===== src/rtl/led_matrix_scan.sv =====
// Row-multiplexed scan driver for a serial-shift-register LED matrix.
// Snapshots the frame at row 0, shifts one row's columns plus a walking row bit, latches, then dwells.
`timescale 1ns/1ps
module led_matrix_scan #(
    parameter int ROWS    = 8,
    parameter int COLS    = 8,
    parameter int DWELL_W = 5
) (
    input  logic                 clock,
    input  logic                 reset_n,
    input  logic                 enable,
    input  logic [ROWS*COLS-1:0] frame,
    output logic                 frame_sync,
    output logic                 csdi,
    output logic                 cclk,
    output logic                 rsdi,
    output logic                 rclk,
    output logic                 le,
    output logic                 oeb
);
    localparam int ROW_W = (ROWS > 1) ? $clog2(ROWS) : 1;
    localparam int COL_W = (COLS > 1) ? $clog2(COLS) : 1;
    localparam int IDX_W = (ROWS*COLS > 1) ? $clog2(ROWS*COLS) : 1;
    localparam int SH_W  = $clog2(2 * ((ROWS > COLS) ? ROWS : COLS));
    localparam int CNT_W = (SH_W > DWELL_W) ? SH_W : DWELL_W;

    localparam logic [CNT_W-1:0] FLUSH_END = CNT_W'(2*ROWS - 1);
    localparam logic [CNT_W-1:0] COL_END   = CNT_W'(2*COLS - 1);
    localparam logic [CNT_W-1:0] DWELL_END = CNT_W'((1 << DWELL_W) - 1);
    localparam logic [ROW_W-1:0] ROW_LAST  = ROW_W'(ROWS - 1);

    typedef enum logic [2:0] {
        IDLE, FLUSH, BLANK, SHIFT_COL, SHIFT_ROW, LATCH, DISPLAY
    } state_t;

    state_t                 state;
    logic [ROW_W-1:0]       row;
    logic [CNT_W-1:0]       cnt;
    logic [ROWS*COLS-1:0]   snap;

    logic [CNT_W-1:0]       cnt_nx;
    logic [COL_W-1:0]       col_sel;
    logic [IDX_W-1:0]       bit_idx;
    logic [ROWS*COLS-1:0]   src;
    logic                   nxt_bit;

    // Column for the next cycle-A slot; cnt is 0 in BLANK so this also yields COLS-1 there.
    assign cnt_nx  = cnt + CNT_W'(1);
    assign col_sel = COL_W'(COLS - 1) - COL_W'(cnt_nx >> 1);
    assign bit_idx = IDX_W'(row) * IDX_W'(COLS) + IDX_W'(col_sel);
    // The first bit of row 0 is launched in the same cycle the snapshot is taken.
    assign src     = (state == BLANK && row == '0) ? frame : snap;
    assign nxt_bit = src[bit_idx];

    always_ff @(posedge clock or negedge reset_n) begin
        if (!reset_n) begin
            state      <= IDLE;
            row        <= '0;
            cnt        <= '0;
            snap       <= '0;
            frame_sync <= 1'b0;
            csdi       <= 1'b0;
            cclk       <= 1'b0;
            rsdi       <= 1'b0;
            rclk       <= 1'b0;
            le         <= 1'b0;
            oeb        <= 1'b1;
        end else begin
            frame_sync <= 1'b0;
            le         <= 1'b0;
            case (state)
                IDLE: begin
                    oeb <= 1'b1;
                    if (enable) begin
                        state <= FLUSH;
                        cnt   <= '0;
                    end
                end
                FLUSH: begin
                    if (cnt == FLUSH_END) begin
                        state      <= BLANK;
                        row        <= '0;
                        cnt        <= '0;
                        rclk       <= 1'b0;
                        frame_sync <= 1'b1;
                    end else begin
                        cnt  <= cnt_nx;
                        rclk <= cnt_nx[0];
                    end
                end
                BLANK: begin
                    if (row == '0) snap <= frame;
                    state <= SHIFT_COL;
                    cnt   <= '0;
                    csdi  <= nxt_bit;
                    cclk  <= 1'b0;
                end
                SHIFT_COL: begin
                    if (cnt == COL_END) begin
                        state <= SHIFT_ROW;
                        cnt   <= '0;
                        cclk  <= 1'b0;
                        csdi  <= 1'b0;
                        rsdi  <= (row == '0);
                        rclk  <= 1'b0;
                    end else begin
                        cnt  <= cnt_nx;
                        cclk <= cnt_nx[0];
                        if (!cnt_nx[0]) csdi <= nxt_bit;
                    end
                end
                SHIFT_ROW: begin
                    if (cnt == '0) begin
                        cnt  <= cnt_nx;
                        rclk <= 1'b1;
                    end else begin
                        state <= LATCH;
                        cnt   <= '0;
                        rclk  <= 1'b0;
                        rsdi  <= 1'b0;
                        le    <= 1'b1;
                    end
                end
                LATCH: begin
                    state <= DISPLAY;
                    oeb   <= 1'b0;
                end
                DISPLAY: begin
                    if (cnt == DWELL_END) begin
                        cnt <= '0;
                        oeb <= 1'b1;
                        if (row != ROW_LAST) begin
                            row   <= row + ROW_W'(1);
                            state <= BLANK;
                        end else begin
                            row <= '0;
                            if (enable) begin
                                state      <= BLANK;
                                frame_sync <= 1'b1;
                            end else begin
                                state <= IDLE;
                            end
                        end
                    end else begin
                        cnt <= cnt_nx;
                    end
                end
                default: state <= IDLE;
            endcase
        end
    end
endmodule


===== config.mk =====
export PLATFORM = sky130hd
export DESIGN_NAME = led_matrix_scan
export DESIGN_NICKNAME = d
export VERILOG_FILES = /design/src/rtl/led_matrix_scan.sv
export SDC_FILE = /design/constraint.sdc
export NUM_CORES = 1
export LEC_CHECK = 0
export BUFFER_PORTS_ARGS = -buffer_cell sky130_fd_sc_hd__buf_2
export CELL_PAD_IN_SITES_DETAIL_PLACEMENT = 0
export CELL_PAD_IN_SITES_GLOBAL_PLACEMENT = 1
export CORE_UTILIZATION = 46
export CTS_BUF_LIST = sky130_fd_sc_hd__clkbuf_16
export DETAILED_ROUTE_END_ITERATION = 6
export PLACE_DENSITY_LB_ADDON = 0.1
export SYNTH_ARGS = -nofsm -noshare
export SYNTH_HDL_FRONTEND = slang
export SYNTH_SLANG_ARGS = --single-unit
export TNS_END_PERCENT = 10

===== constraint.sdc =====
create_clock -name clock -period 3.3 [get_ports clock]
set_input_delay 0.165 -clock clock [delete_from_list [all_inputs] [get_ports clock]]
set_output_delay 0.165 -clock clock [all_outputs]
set_load 0.01 [all_outputs]

==> flow_results.org, run 1 <==
** Flow run
- Max capacitance violation total :: 0

** Logic synthesis
- Ys async rst share :: 100%
- Post-synth top flop :: dfrtp_1
- Synth cell types :: 52
- Register bit total from synthesis :: 82
- Gate count after technology mapping :: 353
- Per-instance average area after synthesis :: 13.1 um^2
- Yosys mapped a number of flops with a built-in enable equal to 0.
- The synthesized netlist occupies a cell area of 4610 um^2.
- The number of nets in the synthesized netlist is 431.
- Summing the sequential cell areas from Yosys gives 44.6% of the chip area.
- Synthesis Warnings :: 0

** Floorplan
- During I/O placement, the number of pins put on the boundary was 74.
- Die width :: 102 um
- Vertical die dimension :: 102 um
- Full die area :: 10400 um^2
- Starting density of the core :: 47.4%
- The region available for standard cell placement spans 9730 um^2.
- Number of standard-cell rows in the floorplan :: 36

** Clock network
- CTS tree :: built
- The root buffer cell chosen for the clock tree is clkbuf_16.
- CTS Buffer Depth :: 2
- After clock tree synthesis, the clock-pin slew on the worst setup and hold paths is 0.06 ns.
- TritonCTS created 9 clock buffers.
- Clock latency at the later pin of the worst-skew pair :: 0.33 ns
- CTS sink cnt :: 82
- Number of levels the H-tree was split into :: 3
- In this run, post-CTS hold repair placed 0 buffers.
- Post-CTS setup buffer count :: 0
- Post_cts resized :: 0

** Global route
- Number of antenna violations at the first check in global routing :: 0
- Overall track demand over capacity in global routing :: 20.8%
- First-pass GRT wire length :: 16.3 mm
- Vias in the first global route :: 3204
- Entering global routing, the biggest net connects 77 pins.
- Congestion Overflow GR :: 0

** Finish
- From synthesis to final layout, the design area changed by 20.5%.
- Area of the multi-input gates :: 2350 um^2
- Number of antenna repair diodes :: 0
- Non-filler instance count after layout :: 575
- The net count of the finished layout is 515.
- Share of post-route cells with drive strength above 1 :: 46.4%
- Filler Cell Count :: 871
- Summing all flip-flop and latch instances after layout gives 2050 um^2.

** Route
- Wires add up to 9.74 mm.
- The detail route stage leaves a number of antenna-violating nets equal to 0.
- Detailed Routing Iterations Pass 1 :: 4
- Using the TritonRoute via totals, the vias-per-cell ratio works out to 5.47.
- After detailed routing, the average wire length per cell comes to 16.9 um.
- DRC violations left :: 0
- In this run, the number of DRC markers left after iteration 0 of detailed routing was 163.
- For this block, the via count after detailed routing is 3143.

** Critical path
- The startpoint identified for the worst register-to-register timing path is row[0].
- STA classifies the critical path startpoint as a register.
- Most Frequent Cell on Critical Path :: inv_1
- The critical path goes through inv_1 > ha_1 > inv_1 > nor4_4 > buf_12 > buf_4 > mux2_2 > a2111oi_0 > nor4_1 > a211oi_1 > o31ai_1.
- Crit path max-delay cell type :: a2111oi_0
- Start point of the critical path :: row[0]
- Arrival @ worst endpoint :: 3.20 ns
- Counting cells, the worst reg-to-reg path comes to 11.
- Following the worst setup path forward leads to its endpoint at csdi.
- Peak fanout along the critical path :: 22
- Data on the critical path is required at its endpoint by 3.51 ns.
- Crit end category :: register
- Stage delay of the slowest cell on the critical path :: 0.54 ns
- Start-to-end type of the worst setup path :: reg -> reg
- The worst register-to-register path ends at csdi.
- The worst register-to-register path has a setup slack of 0.30 ns.

** Outcome
- Result of the run :: complete, no violations

** Power and ir drop
- Sequential cell fraction of total power :: 45.6%
- For this design the ratio of total power to cell area is 397 nW/um^2.
- Internal power comes to 1.77 mW.
- The share of total power dissipated in combinational logic is 3.3%.
- The analysis attributes to net switching a power of 0.435 mW.
- Per report_power, the clock group accounts for 51.1% of the total.
- Net switching is 19.7% of the power.
- Lkg Pwr :: 2.74 nW
- Across the VDD grid, the largest voltage drop is 0.250 mV.

** Timing
- Dividing the final minimum period by the clock period gives 90.8%.
- Fin. Hold Viols :: 0
- Slew Limit Headroom :: 34.8%
- Time the final worst path needs with I/O delays and setup :: 3.00 ns
- Setup repair after global routing left no endpoint under its margin.
- The worst path meets setup with 0.304 ns of slack.
- Actual slew at the worst max-slew pin :: 0.979 ns
- Fin Setup TNS :: 0 ns
- Final count of pins violating max slew :: 0
- # setup viols final :: 0
- Top achievable clock speed :: 334 MHz
- Clock skew on the completed layout was measured at 0.00681 ns.

** Placement
- Detailed placement ended at an HPWL of 7.19 mm.
- The number of placed instances, taps included, is 559.
- In this run the tool buffered the top-level ports with 73 buffer cells.
- Routability-driven placement finished with a final weighted congestion of 0.803.
- Dpl ws :: 0.293 ns

** Hold path
- Worst min path class :: in -> async
[sequential cells by signal (all words and copies together), names as in the netlist]
register    cells
snap           64
cnt             5
row             3
state           3
cclk            1
csdi            1
frame_sync      1
le              1
oeb             1
rclk            1
rsdi            1
[cell type report]
| type | instances | area share (%) |
|---|---|---|
| inverters | 18 | 1.22 |
| multi-input cells | 231 | 42.3 |
| repair buffers | 95 | 10.5 |
| clock inverters | 7 | 1.98 |
| flip-flops and latches | 82 | 37.0 |
| clock buffers | 9 | 4.06 |
| well taps | 133 | 3.00 |
[critical path: cells and delay by family (launching register included)]
family	cells	cell delay, ns
muxes	1	0.35
buffers and inverters	4	0.67
DFF	1	0.38
AOI/OAI and AO/OA	3	0.85
adders and majority gates	1	0.17
and+or+nand+nor	2	0.46
[cells in the final DEF, fill, tap and decap left out, drive strengths merged, types with 2 or more instances in the layout]
master   synthesis  layout
buf             19      95
dfrtp           81      81
mux2            65      65
mux4            28      28
inv             18      20
nand2           19      19
mux2i           18      18
o21ai           14      14
ha              11      11
nor2             9       9
clkbuf           3       9
o22ai            6       6
a21oi            5       5
a31oi            5       5
nand3            5       5
a211oi           5       5
nor3             4       4
nor4             4       4
o31ai            3       3
bufinv           0       3
nand4            2       2
o21bai           2       2
o221ai           2       2
xnor2            2       2
nor3b            2       2
a2111oi          2       2
xor2             2       2
clkinv           0       2
[Yosys cell counts, types with 4 or more instances]
master / instances / share of area [%]
nor3_1: 4 / 0.43
a31oi_1: 5 / 0.68
inv_1: 18 / 1.5
nand2_1: 19 / 1.5
o22ai_1: 6 / 0.81
dfrtp_1: 81 / 44
buf_6: 4 / 0.98
mux4_2: 26 / 13
buf_1: 7 / 0.57
a21oi_1: 5 / 0.54
nand3_1: 5 / 0.54
nor2_1: 9 / 0.73
o21ai_0: 14 / 1.5
buf_4: 5 / 0.81
mux2_2: 65 / 16
mux2i_1: 18 / 3.9
a211oi_1: 4 / 0.65
ha_1: 11 / 3.0
[cells by family after synthesis]
group | share of synthesized area, %
and+or+nand+nor | 5.95
buffers and inverters | 4.48
adders and majority gates | 2.99
AOI/OAI and AO/OA | 7.47
xor gates and xnor gates | 0.924
DFF | 44.6
muxes | 33.6
[how the worst min path moves through the flow]
stage / startpoint / to / slack, ns
after detailed placement: reset_n / rclk / 0.40
after global routing: frame[42] / snap[42] / 0.08
final: reset_n / rclk / 0.01
after global placement: reset_n / state[0] / 0.39
after CTS: reset_n / snap[51] / 0.05
after floorplan: reset_n / cclk / -0.13
[metrics by stage]
stage                     power [mW]  util, %  hold slack, ns  instance area [um^2]
final                           2.20     57.1         0.00982                  5550
after floorplan                 1.03        -          -0.131                  4610
after global placement          1.10     53.6           0.390                  5220
after detailed placement        1.10     53.6           0.400                  5220
after global routing            2.29     57.1          0.0766                  5550
after CTS                       2.24     57.1          0.0460                  5550
[metal layers]
metal / GRT usage (%) / part of all wire [%] / up-vias
met5: 0 / 0 / -
met1: 29.1 / 46 / 1590
met2: 33.2 / 49 / 55
met3: 4.38 / 3.9 / 4
li1: - / - / 1494
met4: 5.60 / 0.70 / 0
[power by group through the flow]
| stage | Sequential [mW] | Combinational (mW) | Clock, mW |
|---|---|---|---|
| floorplan | 1.02 | 0.00329 | 0 |
| detailed placement | 1.02 | 0.0753 | 0 |
| global placement | 1.02 | 0.0735 | 0 |
| finish | 1.01 | 0.0725 | 1.13 |
| global route | 1.00 | 0.0828 | 1.20 |
| CTS | 1.01 | 0.0753 | 1.16 |
No activity file was read; power rests on OpenSTA's default activity.
==> inputs of run 2 (changes only) <==
--- a/config.mk
+++ b/config.mk
@@ -7,2 +7,3 @@
 export LEC_CHECK = 0
+export ABC_AREA = 1
 export BUFFER_PORTS_ARGS = -buffer_cell sky130_fd_sc_hd__buf_2
@@ -10,3 +11,3 @@
 export CELL_PAD_IN_SITES_GLOBAL_PLACEMENT = 1
-export CORE_UTILIZATION = 46
+export CORE_UTILIZATION = 42
 export CTS_BUF_LIST = sky130_fd_sc_hd__clkbuf_16
==> constraint.sdc (replaced) <==
create_clock -name clock -period 3.3 [get_ports clock]
set_input_delay 0 -clock clock [delete_from_list [all_inputs] [get_ports clock]]
set_output_delay 0 -clock clock [all_outputs]
set_load 0.01 [all_outputs]
==> run 2 against run 1 <==
Against the previous run:
- cell count grew 46%
- non-clock buffer count increased by 24
- synthesized area increased by 1.9%
- maximum frequency increased by 14%
- via count up 33%
- synthesized cell count grew 69%
- clock power decreased by 15%
- setup slack better by 0.36 ns
- design area increased by 4.1%
- clock-buffer cell count unchanged
- largest power group is now registers
==> flow_results.org, run 2 <==
** Logic synthesis
- Synth cell types :: 32 (-38%)
- The synthesized net count was 673 (+56%).
- Sorting the synthesized cells by area gives the leading types as dfrtp_1 (43%), nand3_1 (15%), nand2_1 (9.6%).
- Ys async rst share :: 100% (unchanged)
- Gate count after technology mapping :: 595 (+69%)
- Yosys instantiated no cell more often than nand3_1.
- The most used flip-flop cell after synthesis is dfrtp_1.
- The synthesized area per cell was 7.89 um^2 (-40%).
- Register bit total from synthesis :: 82 (unchanged)
- Post-synth top area cell :: dfrtp_1
- The count of warnings emitted by yosys is 0 (unchanged).
- Fraction of the yosys area taken by sequential cells :: 43.7% (-0.82 points)
- Summed instance area of the synthesized netlist :: 4690 um^2 (+1.9%)
- The area share of the largest cell type after synthesis came to 43.2% (-0.81 points).
- Synth cell count leaders :: nand3_1 (143), nand2_1 (120), dfrtp_1 (81)
- The count of flip-flops with a built-in enable after synthesis was 0 (unchanged).

** Power and ir drop
- The clock share of power came to 46.6% (-4.5 points).
- Switching part of the total :: 20.7% (+0.99 points)
- The leakage power summed over all cells was 2.99 nW (+9.3%).
- The cell area power density came to 358 nW/um^2 (-9.9%).
- Maximum ir drop on the vdd rail :: 0.252 mV (+0.78%)
- The internal power of the cells was 1.64 mW (-7.3%).
- The share of power burned in combinational logic is 4.8% (+1.5 points).
- The register share of total power was 48.6% (+3.0 points).
- The switching power of the nets is 0.429 mW (-1.4%).
- Power Total :: 2.07 mW (-6.1%)

** Flow run
- Max capacitance violation total :: 0 (unchanged)

** Finish
- Number of antenna repair diodes :: 0 (unchanged)
- Compared with the post-synthesis result, the final layout area differs by 23.2%.
- Top reg by flops :: snap
- Flip-flop count of the largest register, all copies and words added :: 64 (unchanged)
- The library cell used most frequently in the layout, excluding fill and tap cells, is nand3_1.
- Largest registers :: snap: 64 flops, cnt: 5 flops
- Share of post-route cells with drive strength above 1 :: 15.0% (-31 points)
- Number of nets in the final layout :: 774 (+50%)
- Commonest non-fill, non-tap cells in the layout :: nand3_1 (143), nand2_1 (120), dfrtp_1 (81), inv_1 (79), buf_2 (72)

** Critical path
- The buffering stage count on the worst path with inverters included was 3 (-1).
- STA classifies the critical path endpoint as a register.
- Crit path max-delay family :: simple AND/OR/NAND/NOR gates
- Crit path max-delay cell type :: buf_4
- Start-to-end type of the worst setup path :: reg -> reg
- STA classifies the critical path startpoint as a register.
- Worst path required time :: 3.53 ns (+0.02 ns)
- Arrival @ worst endpoint :: 2.86 ns (-0.34 ns)
- Most Frequent Cell on Critical Path :: nand3_1
- Start point of the critical path :: row[0]
- Walking the worst path, the cells encountered are inv_1 > ha_1 > inv_1 > nor2_4 > buf_4 > nand3_1 > nand3_1 > nand3_1 > nand3_1 > nand3_1 > nand3_1 > nand3_1 > nand3_1 > nand2_1.
- The startpoint identified for the worst register-to-register timing path is row[0].
- Stage delay of the slowest cell on the critical path :: 0.57 ns (+0.03 ns)
- Peak fanout along the critical path :: 65 (+200%)

** Route
- Total number of vias :: 4174 (+33%)
- Antenna-violating nets left :: 0 (unchanged)
- Via density per instance :: 4.97 (-9.1%)
- Post-detailed-route wirelength per cell :: 14.9 um (-12%)
- The total routed wirelength is 12.5 mm (+29%).
- The number of design-rule violations left by the first detailed-router iteration came to 252 (+55%).
- The first-pass iteration count of the detailed router is 5 (+1).
- DRC violations left :: 0 (unchanged)

** Global route
- The largest net degree at the start of global routing came to 83 (+7.8%).
- The first-pass GRT wire length was 20.6 mm (+26%).
- The total track usage is 23.3% (+2.5 points).
- The via count of the first global-routing pass is 4078 (+27%).
- Number of antenna violations at the first check in global routing :: 0 (unchanged)
- The remaining global-route overflow was 0 (unchanged).

** Timing
- Slew Limit Headroom :: 27.6% (-7.2 points)
- The number of setup violations in the final report came to 0 (unchanged).
- The count of final hold-check violations was 0 (unchanged).
- The final critical delay including setup and external delays was 2.63 ns (-0.363 ns).
- The maximum frequency from static timing analysis came to 380 MHz (+14%).
- Worst setup skew after layout :: 0.00600 ns (-0.000808 ns)
- Final worst path period share :: 79.8% (-11 points)
- Fin Setup TNS :: 0 ns (unchanged)
- The transition time at the pin with the least slew margin came to 1.09 ns (+0.108 ns).
- The number of pins exceeding their max-slew limit in the final report is 0 (unchanged).
- Setup repair after global routing left no endpoint under its margin.

** Outcome
- Result of the run :: complete, no violations

** Clock network
- The sink count of the clock tree was 82 (unchanged).
- The clock-pin slew on the worst setup and hold paths is 0.06 ns (about the same).
- TritonCTS built the clock tree.
- CTS Buffer Depth :: 2 (unchanged)
- The post-CTS setup-driven buffer insertion count is 0 (unchanged).
- Buffer type at the clock tree root :: clkbuf_16
- Post_cts resized :: 0 (unchanged)
- The clock insertion delay at the later pin of the skew report is 0.34 ns (about the same).
- Number of levels the H-tree was split into :: 3 (unchanged)
- Number of buffers created by CTS :: 9 (unchanged)

** Floorplan
- The initial core utilization is 43.3% (-4.1 points).
- The number of rows in the core area was 38 (+5.6%).
- The area enclosed by the die boundary was 11600 um^2 (+11%).
- Total core area :: 10800 um^2 (+11%)
- The die height was 108 um (+5.5%).
- The top-level port count is 74 (unchanged).
- Die width :: 108 um (+5.5%)

** Hold path
- Worst min path class :: in -> reg
- Worst hold path startpoint :: frame[62]

** Placement
- Detailed placement HPWL :: 8.36 mm (+16%)
- Number of I/O port buffers :: 73 (unchanged)
- Weighted congestion reported at the end of routability-driven placement :: 0.821 (+2.2%)
[run 2: changes by cell type after synthesis, moves of 6 or more]
cell and change:
nand3_1 +138, mux2i_1 -18, inv_1 +59, and2_1 +41, nand3b_1 +35, mux2_2 -65, mux4_2 -26, clkbuf_1 +7
buf_1 -6, nand2_1 +101, nor2_1 +8
[run 2: logic make-up after synthesis]
| group | Yosys count | synth area share [%] |
|---|---|---|
| AND/OR/NAND/NOR | 366 | 39.2 |
| AO/OA/AOI/OAI | 24 | 2.91 |
| flip-flops | 82 | 43.7 |
| buffers and inverters | 110 | 10.5 |
| adder cells (fa/ha/maj) | 11 | 2.93 |
| XOR/XNOR | 2 | 0.693 |
[run 2: repair_timing]
item                                    4_1_cts  5_1_grt
endpoints found under the setup margin        0        0
endpoints found under the hold margin       118        0
hold buffers                                 38        0
[run 2: worst register-to-register path, cell delays in order (launching register included)]
cell and delay (ns):
dfrtp_1 0.44, inv_1 0.21, ha_1 0.18, inv_1 0.05, nor2_4 0.10, buf_4 0.57, nand3_1 0.19, nand3_1 0.12
nand3_1 0.12, nand3_1 0.15, nand3_1 0.10, nand3_1 0.09, nand3_1 0.06, nand3_1 0.09, nand2_1 0.05
[run 2: area by class of cell]
cell class / count / area [um^2]
fill: 1083 / 5060
multi-input combinational: 403 / 2150
sequential: 82 / 2050
timing repair buffer: 119 / 821
inverter: 81 / 304
clock buffer: 9 / 225
tap: 140 / 175
clock inverter: 6 / 51.3
[run 2: metrics by stage]
step	std cells	util (%)	instance area, um^2	hold slack [ns]	setup WS (ns)
global route	840	53.3	5780	0.0201	0.399
floorplan	595	-	4690	-0.296	1.26
global placement	787	47.3	5120	0.265	0.715
finish	840	53.3	5780	0.00143	0.668
detailed placement	787	47.3	5120	0.264	0.689
CTS	840	53.3	5780	0.000813	0.678
[run 2: layer usage]
metal	GRT usage, %	vias up	wire [um]
met1	33.0	1943	6180
met5	0	-	0
met2	36.8	96	5640
li1	-	2116	-
met4	8.41	0	255
met3	2.54	19	453
[run 2: power groups by stage]
stage	Clock (mW)	Combinational (mW)	Sequential (mW)
6_report	0.963	0.0999	1.01
5_1_grt	1.02	0.111	1.00
4_1_cts	0.979	0.102	1.01
3_5_place_dp	0	0.0676	1.02
3_3_place_gp	0	0.0663	1.02
2_1_floorplan	0	0.00839	1.02
[run 2: worst paths after layout]
path | cells past startpoint | end | slack, ns
max | 14 | csdi | 0.67
min | 4 | snap[62] | 0.001
max reg2reg | 14 | csdi | 0.67
min reg2reg | 2 | snap[51] | 0.47
max in group asynchronous | 2 | cnt[4] | 2.19
min in group asynchronous | 2 | snap[63] | 0.38
